--- src/rtl/immediate_encoder_if.sv ---
// Request/result bus of the immediate encoder: request handshake in, result handshake out,
// plus the running error count.
interface immediate_encoder_if;
  logic        in_valid;
  logic        in_ready;
  logic [31:0] imm_value;
  logic [2:0]  imm_type;
  logic [31:0] base_instr;
  logic        out_valid;
  logic        out_ready;
  logic [31:0] out_instr;
  logic [2:0]  out_err;
  logic [15:0] err_count;

  modport slave (
    input  in_valid, imm_value, imm_type, base_instr, out_ready,
    output in_ready, out_valid, out_instr, out_err, err_count
  );

  modport master (
    output in_valid, imm_value, imm_type, base_instr, out_ready,
    input  in_ready, out_valid, out_instr, out_err, err_count
  );
endinterface

--- src/rtl/immediate_encoder.sv ---
// Inserts a RISC-V style immediate into a base instruction, flags range/alignment/type errors,
// and queues the results in a 2-entry FIFO with a saturating error counter.
module immediate_encoder (
  input  logic                clk,
  input  logic                rst_n,
  immediate_encoder_if.slave  bus
);

  typedef struct packed {
    logic [2:0]  err;
    logic [31:0] instr;
  } entry_t;

  entry_t      mem_q [2];
  entry_t      enc;
  logic        wr_q, wr_d;
  logic        rd_q, rd_d;
  logic [1:0]  cnt_q, cnt_d;
  logic        live_q;
  logic [15:0] err_cnt_q, err_cnt_d;
  logic        push, pop;

  // True when imm[31:lsb] are all equal, i.e. the value survives truncation to lsb+1 signed bits.
  function automatic logic fits(input logic [31:0] imm, input int unsigned lsb);
    logic signed [31:0] sh;
    sh = $signed(imm) >>> lsb;
    return (sh == '0) || (sh == '1);
  endfunction

  function automatic logic [15:0] sat_inc(input logic [15:0] c);
    return (c == 16'hFFFF) ? c : c + 16'd1;
  endfunction

  function automatic entry_t encode(input logic [2:0] t, input logic [31:0] imm,
                                    input logic [31:0] base);
    entry_t e;
    e.err   = '0;
    e.instr = base;
    case (t)
      3'd0: begin
        e.instr  = {imm[11:0], base[19:0]};
        e.err[0] = !fits(imm, 11);
      end
      3'd1: begin
        e.instr  = {imm[11:5], base[24:12], imm[4:0], base[6:0]};
        e.err[0] = !fits(imm, 11);
      end
      3'd2: begin
        e.instr  = {imm[12], imm[10:5], base[24:12], imm[4:1], imm[11], base[6:0]};
        e.err[0] = !fits(imm, 12);
        e.err[1] = imm[0];
      end
      3'd3: begin
        e.instr  = {imm[31:12], base[11:0]};
        e.err[1] = (imm[11:0] != 12'd0);
      end
      3'd4: begin
        e.instr  = {imm[20], imm[10:1], imm[11], imm[19:12], base[11:0]};
        e.err[0] = !fits(imm, 20);
        e.err[1] = imm[0];
      end
      default: e.err = 3'b100;
    endcase
    return e;
  endfunction

  assign enc  = encode(bus.imm_type, bus.imm_value, bus.base_instr);
  assign push = bus.in_valid && bus.in_ready;
  assign pop  = bus.out_valid && bus.out_ready;

  always_comb begin
    wr_d      = wr_q;
    rd_d      = rd_q;
    cnt_d     = cnt_q;
    err_cnt_d = err_cnt_q;
    if (push) begin
      wr_d = ~wr_q;
      if (enc.err != 3'b000) err_cnt_d = sat_inc(err_cnt_q);
    end
    if (pop) rd_d = ~rd_q;
    case ({push, pop})
      2'b10:   cnt_d = cnt_q + 2'd1;
      2'b01:   cnt_d = cnt_q - 2'd1;
      default: cnt_d = cnt_q;
    endcase
  end

  // live_q keeps in_ready low until the first edge after reset release.
  always_ff @(posedge clk or negedge rst_n) begin
    if (!rst_n) begin
      wr_q      <= 1'b0;
      rd_q      <= 1'b0;
      cnt_q     <= 2'd0;
      live_q    <= 1'b0;
      err_cnt_q <= 16'd0;
    end else begin
      wr_q      <= wr_d;
      rd_q      <= rd_d;
      cnt_q     <= cnt_d;
      live_q    <= 1'b1;
      err_cnt_q <= err_cnt_d;
    end
  end

  always_ff @(posedge clk) begin
    if (push) mem_q[wr_q] <= enc;
  end

  // Outputs are gated by valid so stale storage never shows, including during reset.
  assign bus.in_ready  = live_q && (cnt_q != 2'd2);
  assign bus.out_valid = (cnt_q != 2'd0);
  assign bus.out_instr = bus.out_valid ? mem_q[rd_q].instr : 32'd0;
  assign bus.out_err   = bus.out_valid ? mem_q[rd_q].err   : 3'd0;
  assign bus.err_count = err_cnt_q;

endmodule

--- src/flat_wrapper.sv ---
// flat-port wrapper written by rule: the top's interface ports become plain ports
module immediate_encoder_flat 
  (clk, rst_n, bus_in_valid, bus_imm_value, bus_imm_type, bus_base_instr, bus_out_ready, bus_in_ready, bus_out_valid, bus_out_instr, bus_out_err, bus_err_count);
  immediate_encoder_if bus_i ();
  input  logic clk;
  input  logic rst_n;
  input wire logic [$bits(bus_i.in_valid)-1:0] bus_in_valid;
  input wire logic [$bits(bus_i.imm_value)-1:0] bus_imm_value;
  input wire logic [$bits(bus_i.imm_type)-1:0] bus_imm_type;
  input wire logic [$bits(bus_i.base_instr)-1:0] bus_base_instr;
  input wire logic [$bits(bus_i.out_ready)-1:0] bus_out_ready;
  output wire logic [$bits(bus_i.in_ready)-1:0] bus_in_ready;
  output wire logic [$bits(bus_i.out_valid)-1:0] bus_out_valid;
  output wire logic [$bits(bus_i.out_instr)-1:0] bus_out_instr;
  output wire logic [$bits(bus_i.out_err)-1:0] bus_out_err;
  output wire logic [$bits(bus_i.err_count)-1:0] bus_err_count;
  assign bus_i.in_valid = bus_in_valid;
  assign bus_i.imm_value = bus_imm_value;
  assign bus_i.imm_type = bus_imm_type;
  assign bus_i.base_instr = bus_base_instr;
  assign bus_i.out_ready = bus_out_ready;
  assign bus_in_ready = bus_i.in_ready;
  assign bus_out_valid = bus_i.out_valid;
  assign bus_out_instr = bus_i.out_instr;
  assign bus_out_err = bus_i.out_err;
  assign bus_err_count = bus_i.err_count;
  immediate_encoder u_core (.clk(clk), .rst_n(rst_n), .bus(bus_i));
endmodule
--- config.mk ---
export PLATFORM = sky130hd
export DESIGN_NAME = immediate_encoder_flat
export DESIGN_NICKNAME = d
export VERILOG_FILES = /design/src/rtl/immediate_encoder_if.sv /design/src/rtl/immediate_encoder.sv /design/src/flat_wrapper.sv
export SDC_FILE = /design/constraint.sdc
export NUM_CORES = 1
export LEC_CHECK = 0
export ABC_CLOCK_PERIOD_IN_PS = 3600
export BUFFER_PORTS_ARGS = -buffer_cell sky130_fd_sc_hd__buf_2
export CAP_MARGIN = 10
export CORE_MARGIN = 5
export CORE_UTILIZATION = 45
export CTS_CLUSTER_SIZE = 30
export DETAILED_ROUTE_END_ITERATION = 10
export MAX_ROUTING_LAYER = met4
export PLACE_DENSITY = 0.82
export SLEW_MARGIN = 40
export SYNTH_ARGS = -nofsm -noshare
export SYNTH_HDL_FRONTEND = slang
export SYNTH_SLANG_ARGS = --single-unit
--- constraint.sdc ---
create_clock -name clk -period 3.6 [get_ports clk]
set_input_delay 0.36 -clock clk [delete_from_list [all_inputs] [get_ports clk]]
set_output_delay 0.36 -clock clk [all_outputs]
set_load 0.1 [all_outputs]
==> flow_summary.ini, run 1 <==
[status]
outcome = complete, no violations

[sta]
hold_viol = 0
tightest_slew_ns = 0.740
skew_ns = 0.00542
setup_tns_ns = 0
setup_viol = 0
finalCriticalPeriod_ns = 2.58
rsz0062_at_grt = no
fin_crit_sh = 0.716
maxSlewHeadroom = 0.503
drv_slew = 0
clock.fmax_mhz = 388

[setup_path]
cp.required_ns = 3.24
cp.depth = 4
worstPathArrival_ns = 2.22
cp_max_fo = 25
max_stage_delay_ns = 0.86
crit_end = bus_out_instr[8]
cpLargestDelayFamily = flip-flops
crit_path_start_kind = register
r2r-start = u_core.bus.err_count[0]
reg2reg_to = u_core.bus.err_count[9]
startpoint = u_core.rd_q
end_kind = primary output
path_buf_inv = 2
crit_type = register to primary output
rr_worst_depth = 7
crit_slowest_cell = dfrtp_2
crit_chain = buf_4, mux2i_1, nor2_1, buf_2
reg2reg_slack_ns = 1.31

[routing]
drt_iter0_markers = 183
routedWlPerCell_um = 16.6
drcViolationCount = 0
wl_met3_um = 652
maxUsedRoutingLayer = met4
wl_mm = 10.1
drt-pass1-iter-count = 4
dr_wl_met2_mm = 5.01
m1WireLength_mm = 4.32
vias = 3150
detail-route-antenna-nets = 0
vias_per_cell = 5.21

[synth]
syn_area_sq_um = 4310
synth_seq_area_share = 0.610
ys.flop_type = edfxtp_1
synth_edf_count = 70
syn-mean-instance-area_sq_um = 12.4
syn_inst = 348
synth.distinct_cells = 45
synth_nets = 421
synth-seq-cells = 91
async_reset_ff_frac = 0.231
synth-warning-count = 0

[cts]
cts.path.max_buffers = 2
ctsHoldBuffers = 1
ctsResizeCount = 0
root_buffer = clkbuf_8
numCtsBuffers = 9
clk_latency_ns = 0.34
ctsHtreeMaxLevel = 3
cts_sinks = 91
cts_tree = built
post_cts_buffers = 0
clkTransAtPathRegs_ns = 0.08

[place]
dp_hpwl_mm = 7.41
post_dp_cell_area_sq_um = 5070
port_buffers = 123
gp_congestion = 0.876

[floorplanning]
core.rowCount = 35
pin_count = 124
dieArea_sq_um = 11600
initial_core_util = 0.464
die_x_um = 108
die_h_um = 108
core_area_sq_um = 9280

[final_layout]
num-nets-final = 544
layout-drive-gt1-share = 0.345
fillers = 810
stdcell_area_sq_um = 5310
area_delta_synth_final_pct = 23.2
n_antenna_cell = 0

[global_routing]
globalRouteTotalUtil = 0.181
antenna_found_initial = 0
grt_pass1_vias = 3312
grt_overflow = 0
grt_pass1_wl_mm = 16.2
grt_max_degree = 36

[power]
max-vdd-ir-drop_mv = 0.864
power_density_nw_per_um2 = 942
p_leak_nw = 2.29

[hold_path]
min_path_type = input port to register
min_from = bus_base_instr[4]

[job]
maxCapViolations = 0
[through the flow]
stage / hold slack (ns) / instances / util / setup slack [ns] / power [mW]
2_1_floorplan: 0.0644 / 348 / - / 0.539 / 3.79
3_3_place_gp: 0.335 / 588 / 0.545 / 0.887 / 4.25
3_5_place_dp: 0.342 / 588 / 0.546 / 0.853 / 4.28
4_1_cts: 0.185 / 605 / 0.571 / 0.982 / 5.05
5_1_grt: 0.190 / 605 / 0.572 / 0.877 / 5.18
6_report: 0.206 / 605 / 0.572 / 1.02 / 5.00
[Yosys cell counts, drive strengths merged, types with 2 or more instances]
master | instances | area share
mux2i | 40 | 0.093
nand2 | 7 | 0.0061
ha | 2 | 0.0058
inv | 4 | 0.0035
nor3 | 5 | 0.0058
clkbuf | 9 | 0.0078
and3 | 4 | 0.0058
xnor2 | 6 | 0.012
a211oi | 4 | 0.0070
o22ai | 6 | 0.0087
a21boi | 2 | 0.0035
dfrtp | 21 | 0.12
a221oi | 2 | 0.0055
or3 | 2 | 0.0029
xor2 | 15 | 0.030
nand3 | 9 | 0.010
nand4 | 10 | 0.015
a21oi | 7 | 0.0081
edfxtp | 70 | 0.49
nor4 | 10 | 0.015
nand2b | 3 | 0.0044
o21ai | 6 | 0.0078
nor2b | 5 | 0.0073
nor2 | 65 | 0.057
and2 | 2 | 0.0029
mux2 | 14 | 0.037
buf | 6 | 0.0073
[cell usage in the layout (no fill, tap or decap), types with 9 or more instances in the layout]
cell,n
mux2i_1,40
mux2_2,14
nor4_1,10
nand3_1,9
clkbuf_8,11
buf_2,123
nor2_1,63
xor2_1,15
dfrtp_1,20
edfxtp_1,70
nand4_1,10
[layer usage]
| layer | global-route usage | up-vias |
|---|---|---|
| li1 | - | 1535 |
| met1 | 0.225 | 1487 |
| met2 | 0.305 | 118 |
| met3 | 0.0318 | 10 |
| met4 | 0.0514 | 0 |
| met5 | - | - |
[logic make-up after synthesis]
family                     Yosys count  synth area share
buffers and inverters               19            0.0186
and+or+nand+nor                    124             0.135
adders and majority gates            2           0.00581
xor gates and xnor gates            21            0.0427
DFF                                 91             0.610
AOI/OAI and AO/OA                   36            0.0578
muxes                               54             0.130
other                                1          0.000870
[area by class of cell]
type | instances | area [sq um] | area share
inverters | 4 | 15.0 | 0.00283
clock buffers | 12 | 155 | 0.0292
flip-flops and latches | 91 | 2630 | 0.495
repair buffers | 127 | 648 | 0.122
well taps | 129 | 161 | 0.0304
multi-input cells | 238 | 1630 | 0.307
clock inverters | 4 | 72.6 | 0.0137
[how the worst min path moves through the flow]
stage | cells after the start | to | slack (ns)
floorplan | 0 | u_core.bus.err_count[0] | 0.06
global placement | 1 | u_core.cnt_q[1] | 0.34
detailed placement | 1 | u_core.cnt_q[1] | 0.34
CTS | 1 | u_core.mem_q[1][4] | 0.19
global route | 1 | u_core.mem_q[0][3] | 0.19
finish | 1 | u_core.mem_q[1][4] | 0.21
[where the power goes]
group          internal [mW]  switching [mW]
Sequential              1.30           0.154
Combinational          0.476            2.30
Clock                  0.429           0.338
Total                   2.21            2.79
[flip-flops by register name, summed over array words and instances, names as in the netlist]
name and flops:
u_core.live_q 1, u_core.wr_q 1, u_core.mem_q 70, u_core.bus.err_count 16, u_core.rd_q 1, u_core.cnt_q 2
[worst register-to-register path: stages, from the launching register on]
cell and delay [ns]:
dfrtp_1 0.43, ha_1 0.23, and3_1 0.22, and3_1 0.22
a41oi_1 0.31, o21ai_2 0.26, nor4_1 0.38, xor2_1 0.18
Power figures use the tool's default switching activity.
==> inputs of run 2 (changes only) <==
ABC_CLOCK_PERIOD_IN_PS = 2690   (was 3600)
clock period = 2.69 ns   (was 3.6 ns; I/O delays follow)
==> run 2 against run 1 <==
  * Clock skew is 0.0055 ns higher
  * Critical endpoint is now u_core.bus.err_count[9]
  * Critical path type is now register to register
  * Setup slack worse by 0.60 ns
  * Routed wire length is 1.2% higher
  * Highest routed layer unchanged
  * Sequential share of layout area is 1.2 points lower
==> flow_summary.ini, run 2 (synthesis gave the netlist of run 1 again) <==
[cts]
root_buffer = clkbuf_8
clkTransAtPathRegs_ns = 0.09
ctsHtreeMaxLevel = 3
cts_tree = built
numCtsBuffers = 9
cts.path.max_buffers = 2
clk_latency_ns = 0.35
cts_sinks = 91

[final_layout]
finish.utilization = 0.586
layout-drive-gt1-share = 0.407
area_delta_synth_final_pct = 26.3
num-nets-final = 549
largest_reg_flops = 70
final_common_cell = buf_2
n_antenna_cell = 0
final_cell_mix = buf_2, edfxtp_1, mux2i_1
regMostFlops = u_core.mem_q

[floorplanning]
core.rowCount = 35
die_x_um = 108
initial_core_util = 0.464
die_h_um = 108
pin_count = 124
dieArea_sq_um = 11600
core_area_sq_um = 9280

[sta]
hold_viol = 0
rsz0062_at_grt = no
drv_slew = 0
setup_tns_ns = 0
skew_ns = 0.0110
fin_crit_sh = 0.841
finalCriticalPeriod_ns = 2.26
tightest_slew_ns = 0.539
fin_hold_ws_ns = 0.107
clock.fmax_mhz = 442
setup_viol = 0
maxSlewHeadroom = 0.638

[setup_path]
crit_path_start_kind = register
crit_type = register to register
path_buf_inv = 1
crit_chain = ha_1, and3_1, and3_1, a41oi_1, o21ai_2, buf_4, nor4_1, xor2_1
end_kind = register
crit_slowest_cell = dfrtp_1
cpMostUsedCell = and3_1
worstPathArrival_ns = 2.53
cp.required_ns = 2.96
max_stage_delay_ns = 0.43
cpLargestDelayFamily = simple AND/OR/NAND/NOR gates
cp_max_fo = 15

[global_routing]
use_met1 = 0.225
globalRouteTotalUtil = 0.185
busiest_layer = met2
grt_pass1_wl_mm = 16.4
grt.met2_usage = 0.310
grt_max_degree = 31
grt_overflow = 0
grt_pass1_vias = 3372
antenna_found_initial = 0
grt_util_met3 = 0.0372

[job]
maxCapViolations = 0

[routing]
routedWlPerCell_um = 16.7
drt_iter0_markers = 150
drt-pass1-iter-count = 4
drcViolationCount = 0
detail-route-antenna-nets = 0
vias = 3214
vias_per_cell = 5.27
wl_mm = 10.2

[power]
max-vdd-ir-drop_mv = 0.837
power_density_nw_per_um2 = 1250
p_leak_nw = 2.33

[place]
dp_hpwl_mm = 7.60
gp_congestion = 0.890
port_buffers = 123

[status]
outcome = complete, no violations

[hold_path]
min_path_type = input port to register
run 2: changes by cell type in the layout (fill, tap and decap cells not counted), moves of 2 or more:
cell,change
inv_4,+2
buf_12,+3
a21boi_2,-2
nor2_1,-29
nor2_2,+29
buf_4,+2
run 2: stage by stage:
step,area [sq um],power [mW],setup slack [ns],cells
3_5_place_dp,5220,5.90,0.245,593
6_report,5440,6.80,0.427,610
2_1_floorplan,4400,5.20,0.189,348
3_3_place_gp,5220,5.85,0.293,593
4_1_cts,5440,6.86,0.387,610
5_1_grt,5440,7.07,0.236,610
run 2: final timing paths:
path | slack [ns] | endpoint | depth (start not counted) | start
setup / recovery | 0.43 | u_core.bus.err_count[9] | 8 | u_core.bus.err_count[0]
hold / removal | 0.11 | u_core.mem_q[0][0] | 1 | bus_base_instr[0]
setup reg to reg | 0.43 | u_core.bus.err_count[9] | 8 | u_core.bus.err_count[0]
hold reg to reg | 0.49 | u_core.bus.err_count[9] | 1 | u_core.bus.err_count[9]
max in group asynchronous | 1.94 | u_core.rd_q | 2 | rst_n
min in group asynchronous | 0.39 | u_core.bus.err_count[8] | 2 | rst_n
run 2: final cells by class:
| class | count | area [sq um] |
|---|---|---|
| Clock buffer | 13 | 170 |
| Clock inverter | 3 | 42.5 |
| Fill cell | 797 | 3840 |
| Inverter | 4 | 15.0 |
| Multi-Input combinational cell | 238 | 1700 |
| Sequential cell | 91 | 2630 |
| Tap cell | 129 | 161 |
| Timing Repair Buffer | 132 | 723 |
run 2: repair_timing:
| action | CTS | global route |
|---|---|---|
| hold buffers | 1 | 0 |
| hold endpoints to repair | 21 | 0 |
| setup buffers | 0 | 0 |
| resized for setup | 0 | 0 |
run 2: power breakdown:
part	internal (mW)	switching, mW	leakage [nW]	total (mW)
Combinational	0.719	3.20	1.31	3.92
Sequential	1.75	0.169	0.912	1.91
Clock	0.514	0.457	0.110	0.972
run 2: routing by layer:
metal / vias to the layer above / share of wire
li1: 1543 / -
met1: 1549 / 0.43
met2: 110 / 0.49
met3: 12 / 0.061
met4: 0 / 0.011
met5: - / 0
